<file path="src/rtl/sync_arith_unit_seq.sv">
// rtl/sync_arith_unit_seq.sv - sequential arithmetic unit: shift, compare, restoring divide, sign-magnitude to two's complement
module sync_arith_unit_seq #(
    parameter int M  = 32,
    parameter int SW = $clog2(M)
) (
    input  logic         clk,
    input  logic         i_reset,
    input  logic         i_valid,
    output logic         o_ready,
    input  logic [M-1:0] iarg_A,
    input  logic [M-1:0] iarg_B,
    input  logic [3:0]   iop,
    output logic         o_valid,
    output logic [M-1:0] o_result,
    output logic [3:0]   o_status
);
    localparam logic [3:0]   OP_SHIFT = 4'b0000;
    localparam logic [3:0]   OP_CMP   = 4'b0001;
    localparam logic [3:0]   OP_DIV   = 4'b0010;
    localparam logic [3:0]   OP_ZM    = 4'b0011;
    localparam int           CW       = $clog2(M);
    localparam logic [M-1:0] M_VAL    = M'(M);

    typedef enum logic {S_IDLE, S_DIV} state_t;

    state_t          state_q, state_d;
    logic [CW-1:0]   cnt_q, cnt_d;
    logic [M-1:0]    rem_q, rem_d;
    logic [M-1:0]    quo_q, quo_d;
    logic [M-1:0]    dvs_q, dvs_d;
    logic            valid_q, valid_d;
    logic [M-1:0]    result_q, result_d;
    logic [3:0]      status_q, status_d;

    logic            accept, start_div, div_last;
    logic [M-1:0]    op_result;
    logic            op_err, op_ovf;
    logic [2*M-1:0]  shl_wide;
    logic            shift_big;
    logic [M:0]      rem_shl, trial;
    logic [M-1:0]    step_rem, step_quo;

    function automatic logic [3:0] pack_status(input logic [M-1:0] r, input logic err, input logic ovf);
        return {ovf, (r == '0), r[M-1], err};
    endfunction

    assign accept    = i_valid && o_ready;
    assign start_div = accept && (iop == OP_DIV) && (iarg_B != '0);
    assign div_last  = (state_q == S_DIV) && (cnt_q == CW'(M - 1));

    always_ff @(posedge clk) begin
        if (i_reset) state_q <= S_IDLE;
        else         state_q <= state_d;
    end

    always_comb begin
        state_d = state_q;
        case (state_q)
            S_IDLE:  if (start_div) state_d = S_DIV;
            S_DIV:   if (div_last)  state_d = S_IDLE;
            default: state_d = S_IDLE;
        endcase
    end

    always_comb begin
        o_ready = (state_q == S_IDLE);
    end

    // Single-cycle operations, evaluated straight from the request inputs.
    always_comb begin
        op_result = '0;
        op_err    = 1'b0;
        op_ovf    = 1'b0;
        shl_wide  = {{M{1'b0}}, iarg_A} << iarg_B[SW-1:0];
        shift_big = (iarg_B >= M_VAL);
        case (iop)
            OP_SHIFT: begin
                if (shift_big) begin
                    op_err = 1'b1;
                    op_ovf = (iarg_A != '0);
                end else begin
                    op_result = shl_wide[M-1:0];
                    op_ovf    = |shl_wide[2*M-1:M];
                end
            end
            OP_CMP: begin
                if ($signed(iarg_A) > $signed(iarg_B))      op_result = {{(M-1){1'b0}}, 1'b1};
                else if ($signed(iarg_A) < $signed(iarg_B)) op_result = '1;
            end
            OP_DIV: begin
                op_result = '1;
                op_err    = 1'b1;
            end
            OP_ZM: begin
                if (!iarg_A[M-1]) begin
                    op_result = iarg_A;
                end else begin
                    op_result = '0 - {1'b0, iarg_A[M-2:0]};
                    op_ovf    = (iarg_A[M-2:0] == '0);
                end
            end
            default: op_err = 1'b1;
        endcase
    end

    // One restoring step: quo_q doubles as the dividend shift register.
    always_comb begin
        rem_shl = {rem_q, quo_q[M-1]};
        trial   = rem_shl - {1'b0, dvs_q};
        if (trial[M]) begin
            step_rem = rem_shl[M-1:0];
            step_quo = {quo_q[M-2:0], 1'b0};
        end else begin
            step_rem = trial[M-1:0];
            step_quo = {quo_q[M-2:0], 1'b1};
        end
    end

    always_comb begin
        cnt_d    = cnt_q;
        rem_d    = rem_q;
        quo_d    = quo_q;
        dvs_d    = dvs_q;
        valid_d  = 1'b0;
        result_d = result_q;
        status_d = status_q;
        if (state_q == S_DIV) begin
            rem_d = step_rem;
            quo_d = step_quo;
            cnt_d = cnt_q + 1'b1;
            if (div_last) begin
                result_d = step_quo;
                status_d = pack_status(step_quo, 1'b0, 1'b0);
                valid_d  = 1'b1;
            end
        end else if (accept) begin
            if (start_div) begin
                cnt_d = '0;
                rem_d = '0;
                quo_d = iarg_A;
                dvs_d = iarg_B;
            end else begin
                result_d = op_result;
                status_d = pack_status(op_result, op_err, op_ovf);
                valid_d  = 1'b1;
            end
        end
    end

    always_ff @(posedge clk) begin
        if (i_reset) begin
            cnt_q    <= '0;
            rem_q    <= '0;
            quo_q    <= '0;
            dvs_q    <= '0;
            valid_q  <= 1'b0;
            result_q <= '0;
            status_q <= '0;
        end else begin
            cnt_q    <= cnt_d;
            rem_q    <= rem_d;
            quo_q    <= quo_d;
            dvs_q    <= dvs_d;
            valid_q  <= valid_d;
            result_q <= result_d;
            status_q <= status_d;
        end
    end

    assign o_valid  = valid_q;
    assign o_result = result_q;
    assign o_status = status_q;
endmodule

</file>
<file path="config.mk">
export PLATFORM = sky130hd
export DESIGN_NAME = sync_arith_unit_seq
export DESIGN_NICKNAME = d
export VERILOG_FILES = /design/src/rtl/sync_arith_unit_seq.sv
export SDC_FILE = /design/constraint.sdc
export NUM_CORES = 1
export LEC_CHECK = 0
export CORE_AREA = 3 3 167 169
export CTS_CLUSTER_DIAMETER = 200
export DETAILED_ROUTE_END_ITERATION = 8
export DIE_AREA = 0 0 170 172
export GPL_TIMING_DRIVEN = 0
export HOLD_SLACK_MARGIN = 0.1
export PLACE_DENSITY = 0.62
export REMOVE_ABC_BUFFERS = 1
export SLEW_MARGIN = 20
export SYNTH_ARGS = -nofsm -noshare
export SYNTH_HDL_FRONTEND = slang
export SYNTH_SLANG_ARGS = --single-unit
</file>
<file path="constraint.sdc">
create_clock -name clk -period 5.83 [get_ports clk]
set_input_delay 0.583 -clock clk [delete_from_list [all_inputs] [get_ports clk]]
set_output_delay 0.583 -clock clk [all_outputs]
set_load 0.02 [all_outputs]
</file>
# After elaboration in Yosys (flattened, before gate mapping)
# Cells that the tools add are included.
[totals]
input_bits = 71
elab_cells = 75
output_inout_bits = 38
reg_bits = 139
[classes]
n_eq_ne = 6
n_reduce_logical = 17
magnitude_cmp = 3
shift = 1
mux = 36
bitwise = 1
addsub = 3
[op_table]
columns = ["operator", "n"]
rows = [
  ["32-bit 2-to-1 mux", 15],
  ["32-bit case mux with 4 select lines", 1],
  ["32-bit zero test", 2],
  ["32-bit nonzero test", 2],
  ["32-bit by 5-bit << shifter with 64-bit output", 1],
  ["33-bit by 32-bit subtractor with 33-bit output", 1],
  ["32-bit by 6-bit >= comparator with 1-bit output, second input constant", 1],
  ["32-bit greater-than comparator", 1],
  ["32-bit < comparator", 1],
  ["32-bit OR reduction", 1],
  ["1-bit by 31-bit subtractor with 32-bit output, first input constant", 1],
  ["31-bit zero test", 1],
  ["4-bit 2-to-1 mux", 4],
  ["5-bit 2-to-1 mux", 3],
  ["1-bit 2-to-1 mux", 10],
  ["4-bit by 2-bit == test with 1-bit output, second input constant", 2],
  ["1-bit case mux with 2 select lines", 3],
  ["3-bit AND reduction", 2],
  ["5-bit by 1-bit adder with 5-bit output, second input constant", 1],
  ["5-bit == test, second input constant", 1],
  ["4-bit by 1-bit == test with 1-bit output, second input constant", 1],
  ["1-bit logical AND", 4],
  ["4-bit zero test", 1],
  ["2-bit nonzero test", 2],
  ["5 further kinds", 5],
]

# Depth between registers and ports, before layout
# Gate-level depths: netlist of run 1.
[logic_depth]
word_depth = 8
depth_mapped = 15
mapped_depth_nobuf = 12

# Worst setup path after synthesis of run 1
# Ideal clock, no wire load.
[synth_path]
kind = "in2reg"
start = "input iarg_B[3]"
end = "register result_q[22] (netlist: o_result[22])"
slack_ns = 2.171
setup_time_ns = 0.128
t_required_ns = 5.702
path_stages = 14
t_arrival_ns = 3.531
path_buffers = 4
path_cell_list = "inv_2 clkbuf_1 buf_1 ha_1 a21oi_1 a2111oi_0 o32ai_1 mux2i_1 and2_1 clkbuf_1 clkbuf_1 nand3_1 a221oi_1 nor2_1"
[synth_between]
elab_chain_cells = 7
elab_cells_between_ends = 15
classes_between = "order compare: 3; eq/ne: 1; shift: 1; mux: 7; reduce/logical: 3"
[synth_rtl]
columns = ["element", "line", "source"]
rows = [
  ["start: declaration", "11", "input logic [M-1:0] iarg_B,"],
  ["32-bit < comparator", "88", "else if ($signed(iarg_A) < $signed(iarg_B)) op_result = '1;"],
  ["32-bit 2-to-1 mux", "88", ""],
  ["32-bit 2-to-1 mux", "87", "if ($signed(iarg_A) > $signed(iarg_B)) op_result = {{(M-1){1'b0}}, 1'b1};"],
  ["32-bit case mux with 4 select lines", "76", "case (iop)"],
  ["32-bit 2-to-1 mux", "137", "if (start_div) begin"],
  ["32-bit 2-to-1 mux", "136", "end else if (accept) begin"],
  ["32-bit 2-to-1 mux", "127", "if (state_q == S_DIV) begin"],
  ["end signal: assignment", "165", "result_q <= result_d;"],
  ["end: declaration", "32", "logic [M-1:0] result_q, result_d;"],
]
# Parallel ways exist; a longest one is shown, timed or not. The select of a mux whose other input is x is not followed.
# A chain may end at the register's enable or synchronous reset.

# Worst setup path after layout of run 1
[layout_path]
start = "input iarg_B[4]"
end = "register status_q[2] (netlist: o_status[2])"
[layout_between]
elab_chain_cells = 8
elab_cells_between_ends = 16
classes_between = "order compare: 3; eq/ne: 1; shift: 1; mux: 7; reduce/logical: 4"
[layout_rtl]
columns = ["element", "line", "source"]
rows = [
  ["32-bit < comparator", "88", ""],
  ["32-bit 2-to-1 mux", "88", ""],
  ["32-bit 2-to-1 mux", "87", ""],
  ["32-bit case mux with 4 select lines", "76", ""],
  ["32-bit zero test", "44", "return {ovf, (r == '0), r[M-1], err};"],
  ["4-bit 2-to-1 mux", "137", ""],
  ["4-bit 2-to-1 mux", "136", ""],
  ["4-bit 2-to-1 mux", "127", ""],
  ["end signal: assignment", "166", "status_q <= status_d;"],
  ["end: declaration", "33", "logic [3:0] status_q, status_d;"],
]
# Parallel ways exist; a longest one is shown, timed or not. The select of a mux whose other input is x is not followed.

==> results of run 1 <==
[how the worst min path moves through the flow]
| stage | start | end |
|---|---|---|
| after floorplan | quo_q[29] | quo_q[29] |
| after global placement | quo_q[29] | quo_q[29] |
| after detailed placement | quo_q[29] | quo_q[29] |
| after CTS | quo_q[29] | quo_q[29] |
| after global routing | dvs_q[20] | dvs_q[20] |
| final | dvs_q[16] | dvs_q[16] |
[flip-flops by register name, summed over array words and instances, names as in the netlist]
| signal | flops |
|---|---|
| o_status | 4 |
| o_result | 31 |
| state_q | 1 |
| quo_q | 32 |
| cnt_q | 5 |
| rem_q | 32 |
| o_valid | 1 |
| dvs_q | 32 |
[cells by family (layout without fill, tap and decap cells)]
group / after synthesis / after routing / synth area share
simple gates: 512 / 512 / 0.213
compound gates: 454 / 454 / 0.252
buf+inv: 196 / 236 / 0.0680
flops: 138 / 138 / 0.234
mux: 112 / 112 / 0.124
fa+ha+maj: 69 / 69 / 0.0737
xor+xnor: 46 / 46 / 0.0357
[area by class of cell]
type | instances | share of cell area
Inverter | 82 | 0.0225
Clock buffer | 20 | 0.0333
Multi-Input combinational cell | 1193 | 0.604
Tap cell | 341 | 0.0311
Sequential cell | 138 | 0.202
Timing Repair Buffer | 122 | 0.0949
Clock inverter | 12 | 0.0120
[Yosys cell counts, drive strengths merged (7+ instances only)]
library cell,count,share of area
nand2,203,0.065
a21oi,139,0.059
dfxtp,138,0.23
nor2,86,0.028
clkbuf,81,0.026
inv,81,0.026
o21ai,74,0.031
ha,68,0.072
mux2i,61,0.052
a22oi,44,0.028
nand3,44,0.019
nor3,35,0.016
buf,33,0.016
nand4,29,0.016
nor4,27,0.017
xnor2,27,0.022
mux2,26,0.025
mux4,25,0.048
a211oi,23,0.015
a31oi,22,0.012
xor2,19,0.014
a21o,18,0.011
nand2b,14,0.0074
o21a,14,0.0089
and3,12,0.0064
nor2b,12,0.0064
o22ai,12,0.0064
o211ai,11,0.0070
o31ai,11,0.0074
and2,8,0.0042
o221ai,7,0.0052
o41ai,7,0.0058
or2,7,0.0037
or4,7,0.0048
[per-stage QoR]
stage | power (mW) | instances
global placement | 1.87 | 1862
floorplan | 1.54 | 1413
CTS | 3.08 | 1908
detailed placement | 1.91 | 1876
global route | 3.20 | 1908
finish | 3.08 | 1908
[report_power, final]
part	total, mW	switching, mW	leakage, nW	internal, mW
combinational	0.927	0.522	3.73	0.405
clock	1.17	0.465	0.295	0.703
sequential	0.981	0.0176	1.12	0.964
total	3.08	1.00	5.14	2.07
[tightest hold or removal path, cell delays in order (launching register included)]
cell	delay, ns
sky130_fd_sc_hd__dfxtp_1	0.31
sky130_fd_sc_hd__nand2_1	0.05
sky130_fd_sc_hd__a21oi_1	0.05
[layer usage]
metal / vias up / track usage
met1: 5714 / 0.360
li1: 5704 / -
met4: 0 / 0.120
met2: 545 / 0.461
met5: - / 0
met3: 109 / 0.0455
[placed cells by master, fill, tap and decap left out, types with 10 or more instances in the layout]
cell type and count:
sky130_fd_sc_hd__nand2_1 202, sky130_fd_sc_hd__a21oi_1 139, sky130_fd_sc_hd__dfxtp_1 137, sky130_fd_sc_hd__clkdlybuf4s50_1 102, sky130_fd_sc_hd__nor2_1 85, sky130_fd_sc_hd__inv_1 79, sky130_fd_sc_hd__o21ai_0 72, sky130_fd_sc_hd__ha_1 68
sky130_fd_sc_hd__mux2i_1 61, sky130_fd_sc_hd__nand3_1 44, sky130_fd_sc_hd__a22oi_1 44, sky130_fd_sc_hd__nor3_1 31, sky130_fd_sc_hd__nand4_1 28, sky130_fd_sc_hd__xnor2_1 26, sky130_fd_sc_hd__mux2_2 26, sky130_fd_sc_hd__mux4_2 25
sky130_fd_sc_hd__nor4_1 23, sky130_fd_sc_hd__a211oi_1 22, sky130_fd_sc_hd__a31oi_1 22, sky130_fd_sc_hd__xor2_1 19, sky130_fd_sc_hd__a21o_1 18, sky130_fd_sc_hd__clkbuf_16 17, sky130_fd_sc_hd__nand2b_1 14, sky130_fd_sc_hd__o21a_1 14
sky130_fd_sc_hd__and3_1 12, sky130_fd_sc_hd__nor2b_1 12, sky130_fd_sc_hd__o22ai_1 12, sky130_fd_sc_hd__o211ai_1 11, sky130_fd_sc_hd__o31ai_1 10
==> flow_results.org, run 1 <==
** Status
- The flow ran to the end, and the final reports show no timing, DRC or antenna violations.

** Finish
- Counting the fill cells in the layout gives 2672.
- 0 antenna diodes ended up in the layout.
- Post-layout net count :: 1694
- Area occupied by multi-input gates :: 8280 sq um
- Registers take 2770 sq um.
- In the final layout, the share of cells above drive strength 1 is 0.0874.
- The finished cells cover 13700 sq um.
- The area growth from synthesis to layout is 16.0%.
- Finished Core Util :: 0.513

** Global route
- The initial antenna violation count was 0.
- For this run, the total global-route usage over all layers was measured as 0.278.
- Maximum number of pins on one net before global-route repair :: 73
- First-pass GRT wire length :: 64.6 mm
- Summed over all layers, the global routing overflow is 0.
- The number of global-route vias before repair is 11600.

** Detailed routing
- Met1 routed wirelength after detailed routing :: 17.3 mm
- DRC violation count after routing :: 0
- Using the TritonRoute via totals, the vias-per-cell ratio works out to 6.33.
- Antenna violation net count after detailed routing :: 0
- Number of detailed-routing iterations run before antenna repair :: 5
- After detailed routing, the average wire length per cell comes to 21.6 um.
- Met2 Routed Length :: 19.2 mm
- Vias :: 12100
- The first routing iteration left 1008 violations.
- Highest Signal Layer :: met4
- Met3 WL post-DR :: 3.20 mm
- Total wirelength of the detailed-routed design :: 41.3 mm

** Setup path
- Critical path buffers and inverters :: 2
- Worst-path cell with the longest stage delay :: sky130_fd_sc_hd__clkdlybuf4s50_1
- Top Family by Delay on Critical Path :: buffers and inverters
- Tracing the worst setup path back leads to its startpoint at iarg_B[4].
- In this run the critical register-to-register path is captured at o_result[19].
- STA classifies the critical path endpoint as a flip-flop.
- In this run the worst path has a maximum fanout of 27.
- Startpoint-to-endpoint class of the critical path :: primary input to flip-flop
- Required time at the worst-slack endpoint :: 6.17 ns
- Worst reg2reg path depth :: 9
- STA classifies the critical path startpoint as a primary input.
- In this design, the stage delay of the slowest critical-path cell is 1.16 ns.
- Walking the worst path, the cells encountered are clkdlybuf4s50_1, clkinv_1, ha_1, a21oi_1, o21ai_0, o2bb2ai_1, o32ai_1, mux2i_1, nand2_1, o41ai_1, nand4b_1, o22ai_1.
- Critical path capture point :: o_status[2]
- Reg-to-reg slack, setup :: 1.74 ns
- The critical path runs through a total of 12 cells.
- Data on the critical path arrives at its endpoint at 5.37 ns.
- Startpoint of the most critical register-to-register path :: state_q

** CTS
- Number of buffers created by CTS :: 17
- The tree is rooted in a sky130_fd_sc_hd__clkbuf_16.
- Post-cts sizing count :: 0
- The H-tree generated during clock tree synthesis spans 4 levels.
- Clock tree synthesis found a total of 138 sinks.
- No sink is reached through more buffers than the 2 on the longest clock path.
- Count of hold-fix buffers inserted at cts :: 0
- Number of buffers inserted to repair setup after CTS :: 0
- TritonCTS built the clock tree.
- Later-pin clock latency in the skew report :: 0.43 ns
- After clock tree synthesis, the clock-pin slew on the worst setup and hold paths is 0.06 ns.

** STA
- Final Max Tran Viols :: 0
- In the finished design, the share of the clock period the worst path needs comes to 0.863.
- Final setup viols :: 0
- Setup repair after global routing missed its margin :: no
- Final worst-path setup slack :: 0.796 ns
- The total count of hold-check failures in the final report came to 0.
- Slew at the pin closest to its max-slew limit :: 1.06 ns
- Counting I/O delays and the setup requirement, the final critical path takes 5.03 ns.
- Setup TNS :: 0 ns
- For this run, the top clock speed supported by timing is 199 MHz.
- Worst Hold Margin :: 0.454 ns
- On the final layout, the worst clock skew is 0.0175 ns.
- Relative max-transition margin :: 0.291

** Power and ir drop
- Ratio of total power to cell area :: 224 nW/um^2
- Peak supply drop :: 0.000169 V
- In this run the static leakage power is 5.14 nW.

** Synth
- After synthesis, the share of flip-flops with an asynchronous set or reset is 0.
- The average instance in the mapped netlist occupies 7.73 sq um.
- Number of flops mapped to enable cells by yosys :: 0
- The synthesized netlist occupies a cell area of 11800 sq um.
- Number of instances in the synthesized netlist :: 1527
- Number of distinct library cells after synthesis :: 88
- Top FF cell, synth :: sky130_fd_sc_hd__dfxtp_1
- Sequential share of the synthesized area :: 0.234
- Yosys warning count :: 0
- Post-synthesis register bit count :: 138

** Hold path
- The path class of the tightest hold or removal check is flip-flop to flip-flop.
- Counting instances, the worst hold path has a depth of 2.

** Job
- Max-cap violations :: 0

** Placement
- Post-detailed-placement half-perimeter wirelength :: 30.4 mm
- Placed cell area :: 13100 sq um
- The count of buffers added on input and output ports is 108.
- At the end of routability-driven placement, the weighted congestion stood at 0.952.
- Worst slack at placement :: 0.364 ns

** Die
- The region available for standard cell placement spans 26700 sq um.
- Number of placed I/O pins :: 109
- Measured along the x axis, the die boundary spans 170 um.
- The floorplan step defined a die boundary enclosing 29200 sq um.
- Effective utilization at floorplan :: 0.442
- Rows :: 60
- The die is 172 um tall.
Note: power is estimated with default switching activity, not from simulation.
==> run 2, diff against run 1 <==
- ABC_CLOCK_PERIOD_IN_PS: default -> 5830
- CAP_MARGIN: default -> 0
- CORE_AREA: 3 3 167 169 -> 2 2 166 168
- DIE_AREA: 0 0 170 172 -> 0 0 168 170
==> run 2 against run 1 <==
Effect of this change:
- combinational power decreased by 0.8%
- global-route usage about the same
- sequential share of layout area about the same
- worst hold slack about the same
- sequential power about the same
- worst setup slack got worse by 0.22 ns
- final area decreased by 0.13%
- largest cell class unchanged
- maximum frequency decreased by 4.3%
- critical path depth unchanged
- sequential cell count unchanged
==> flow_results.org, run 2 (same netlist as run 1, synthesis figures left out) <==
** Setup path
- The worst register-to-register path begins at state_q.
- Top Family by Delay on Critical Path :: buffers and inverters
- The critical path goes through clkdlybuf4s50_1, clkinv_1, ha_1, a21oi_1, o21ai_0, o2bb2ai_1, o32ai_1, mux2i_1, nand2_1, o41ai_1, nand4b_1, o22ai_1.
- STA classifies the critical path startpoint as a primary input.
- Arrival time worst endpoint :: 5.62 ns
- Delay of the slowest cell on the worst path :: 1.19 ns
- Crit Path Max Fanout :: 27
- Worst reg2reg path depth :: 9
- Kind of end point of the critical path :: flip-flop
- Reg-to-reg slack, setup :: 1.59 ns
- Critical path buffers and inverters :: 2
- STA puts the critical path data required time at 6.19 ns.
- Critical path depth :: 12
- The worst register-to-register path ends at o_result[21].
- Worst-path cell with the longest stage delay :: sky130_fd_sc_hd__clkdlybuf4s50_1
- The worst setup path is of the primary input to flip-flop kind.

** STA
- Post-route clock period utilization :: 0.902
- Final-report hold violation count :: 0
- Final critical delay including setup and external delays :: 5.26 ns
- Setup violations remaining at the end of the flow were counted as 0.
- Across the routed clock network, the largest skew measured is 0.0222 ns.
- The number of max-slew violations in the final report came to 0.
- Worst Hold Margin :: 0.454 ns
- Relative max-transition margin :: 0.253
- For the pin with the worst max-slew slack, the measured transition is 1.12 ns.
- Setup repair after global routing left no endpoint under its margin.
- For this run, the top clock speed supported by timing is 190 MHz.

** Detailed routing
- In the routed layout, each cell is associated on average with a via count of 6.33.
- Number of detailed-routing iterations run before antenna repair :: 7
- Antenna violation net count after detailed routing :: 0
- In the detailed route, the total length drawn on met3 is 2.91 mm.
- Met2 Routed Length :: 18.7 mm
- Initial drt markers :: 1317
- Dividing the detail-routed wire length by the instance count gives 21.2 um.
- DRC violation count after routing :: 0
- Highest Signal Layer :: met4
- Met1 routed wirelength after detailed routing :: 17.3 mm
- Vias :: 12100
- The final layout contains routed wiring with a total length of 40.5 mm.

** Die
- Chip Width :: 168 um
- Area of the core :: 26700 sq um
- Area of the die :: 28600 sq um
- The floorplan has 60 rows.
- Die height :: 170 um
- Effective utilization at floorplan :: 0.443
- 109 I/O pins were placed.

** Global route
- The number of global-route vias before repair is 11300.
- The initial antenna violation count is 0.
- The first global-routing pass estimated 62.6 mm of wire.
- For this run the aggregate overflow at the end of global routing stands at 0.
- Maximum number of pins on one net before global-route repair :: 73
- Gr usage total :: 0.278

** Power and ir drop
- Total power for the finished layout comes to 3.05 mW.
- In this run the power density over the cells is 222 nW/um^2.
- Peak supply drop :: 0.000189 V
- Static leakage power :: 5.14 nW

** CTS
- CTS clk-pin slew, worst paths :: 0.07 ns
- The number of hold buffers added after CTS was 0.
- Counting every sink on the clock net gives 138.
- Longest Clk Path Bufs :: 2
- Number of buffers created by CTS :: 17
- Number of levels in the clock H-tree :: 4
- Later-pin clock latency in the skew report :: 0.44 ns
- Post-CTS repair changed the size of 0 cells.
- Clock tree from TritonCTS :: yes
- Clk Tree Root Cell :: sky130_fd_sc_hd__clkbuf_16
- Number of buffers inserted to repair setup after CTS :: 0

** Hold path
- In this run the most critical hold path is launched from dvs_q[16].
- In this run the worst hold path is classified as flip-flop to flip-flop.
- Worst hold path cell count :: 2
- End of the worst hold path :: dvs_q[16]

** Status
- The flow ran to the end, and the final reports show no timing, DRC or antenna violations.

** Finish
- 0 antenna diodes ended up in the layout.
- Area growth from synthesis to final layout :: 15.9%
- For this run, the number of standard cells in the final layout without fillers is 1907.
- Leading cell types in the layout, fill and taps excluded :: sky130_fd_sc_hd__nand2_1 (202), sky130_fd_sc_hd__a21oi_1 (139), sky130_fd_sc_hd__dfxtp_1 (137)
- Finished layout cell area :: 13700 sq um
- Leading cell type in the layout, fill and taps excluded :: sky130_fd_sc_hd__nand2_1
- Proportion of layout cells with a drive suffix above 1 :: 0.0868
- Post-layout net count :: 1693
- Largest registers :: dvs_q: 32 flops, quo_q: 32 flops, rem_q: 32 flops

** Placement
- Placed cell area :: 13100 sq um
- Final weighted congestion in routability-driven placement :: 0.939
- Port bufs :: 108
- Including well taps, the total number of placed cells is 1875.
- Detailed placement ended at an HPWL of 29.7 mm.

** Job
- Max-cap violations :: 0
[run 2: cell count changes in the layout (fill, tap and decap cells not counted), moves of 3 or more]
cell                         before  now
sky130_fd_sc_hd__clkinv_8         0    6
sky130_fd_sc_hd__buf_6            3    0
sky130_fd_sc_hd__bufinv_16        3    0
sky130_fd_sc_hd__inv_8            1    5
sky130_fd_sc_hd__clkinvlp_4       3    0
[run 2: worst max-delay path by stage]
stage / startpoint / slack [ns] / endpoint
2_1_floorplan: iarg_B[15] / 0.89 / o_status[2]
3_3_place_gp: iarg_B[1] / -3.24 / o_status[2]
3_5_place_dp: iarg_B[4] / 0.23 / o_result[10]
4_1_cts: iarg_B[4] / 0.69 / o_result[10]
5_1_grt: iarg_B[4] / 0.28 / o_status[2]
6_report: iarg_B[4] / 0.57 / o_status[2]
[run 2: cell type report]
cell class              count  area (sq um)
inverters                  82           308
multi-input cells        1193          8280
clock buffers              17           425
flip-flops and latches    138          2770
repair buffers            121          1280
clock inverters            15           196
well taps                 341           427
fillers                  2600         13000
[run 2: metrics by stage]
step	setup slack [ns]	setup TNS (ns)	util
after CTS	0.689	0	0.514
final	0.572	0	0.514
after global placement	-3.24	-214.49	0.481
after global routing	0.280	0	0.514
after detailed placement	0.225	0	0.490
after floorplan	0.889	0	-
[run 2: routing by layer]
metal,up-vias,track usage
met1,5722,0.364
met5,-,0
met2,528,0.458
met4,0,0.118
met3,109,0.0414
li1,5710,-
[run 2: where the power goes]
| group | internal [mW] | total [mW] | switching (mW) |
|---|---|---|---|
| Clock | 0.590 | 1.14 | 0.554 |
| Combinational | 0.405 | 0.920 | 0.515 |
| Sequential | 0.963 | 0.981 | 0.0181 |
[run 2: worst min-delay path, delay by kind of cell (launching register included)]
kind / cells / cell delay, ns
AO/OA/AOI/OAI: 1 / 0.05
flip-flops: 1 / 0.31
AND/OR/NAND/NOR: 1 / 0.05
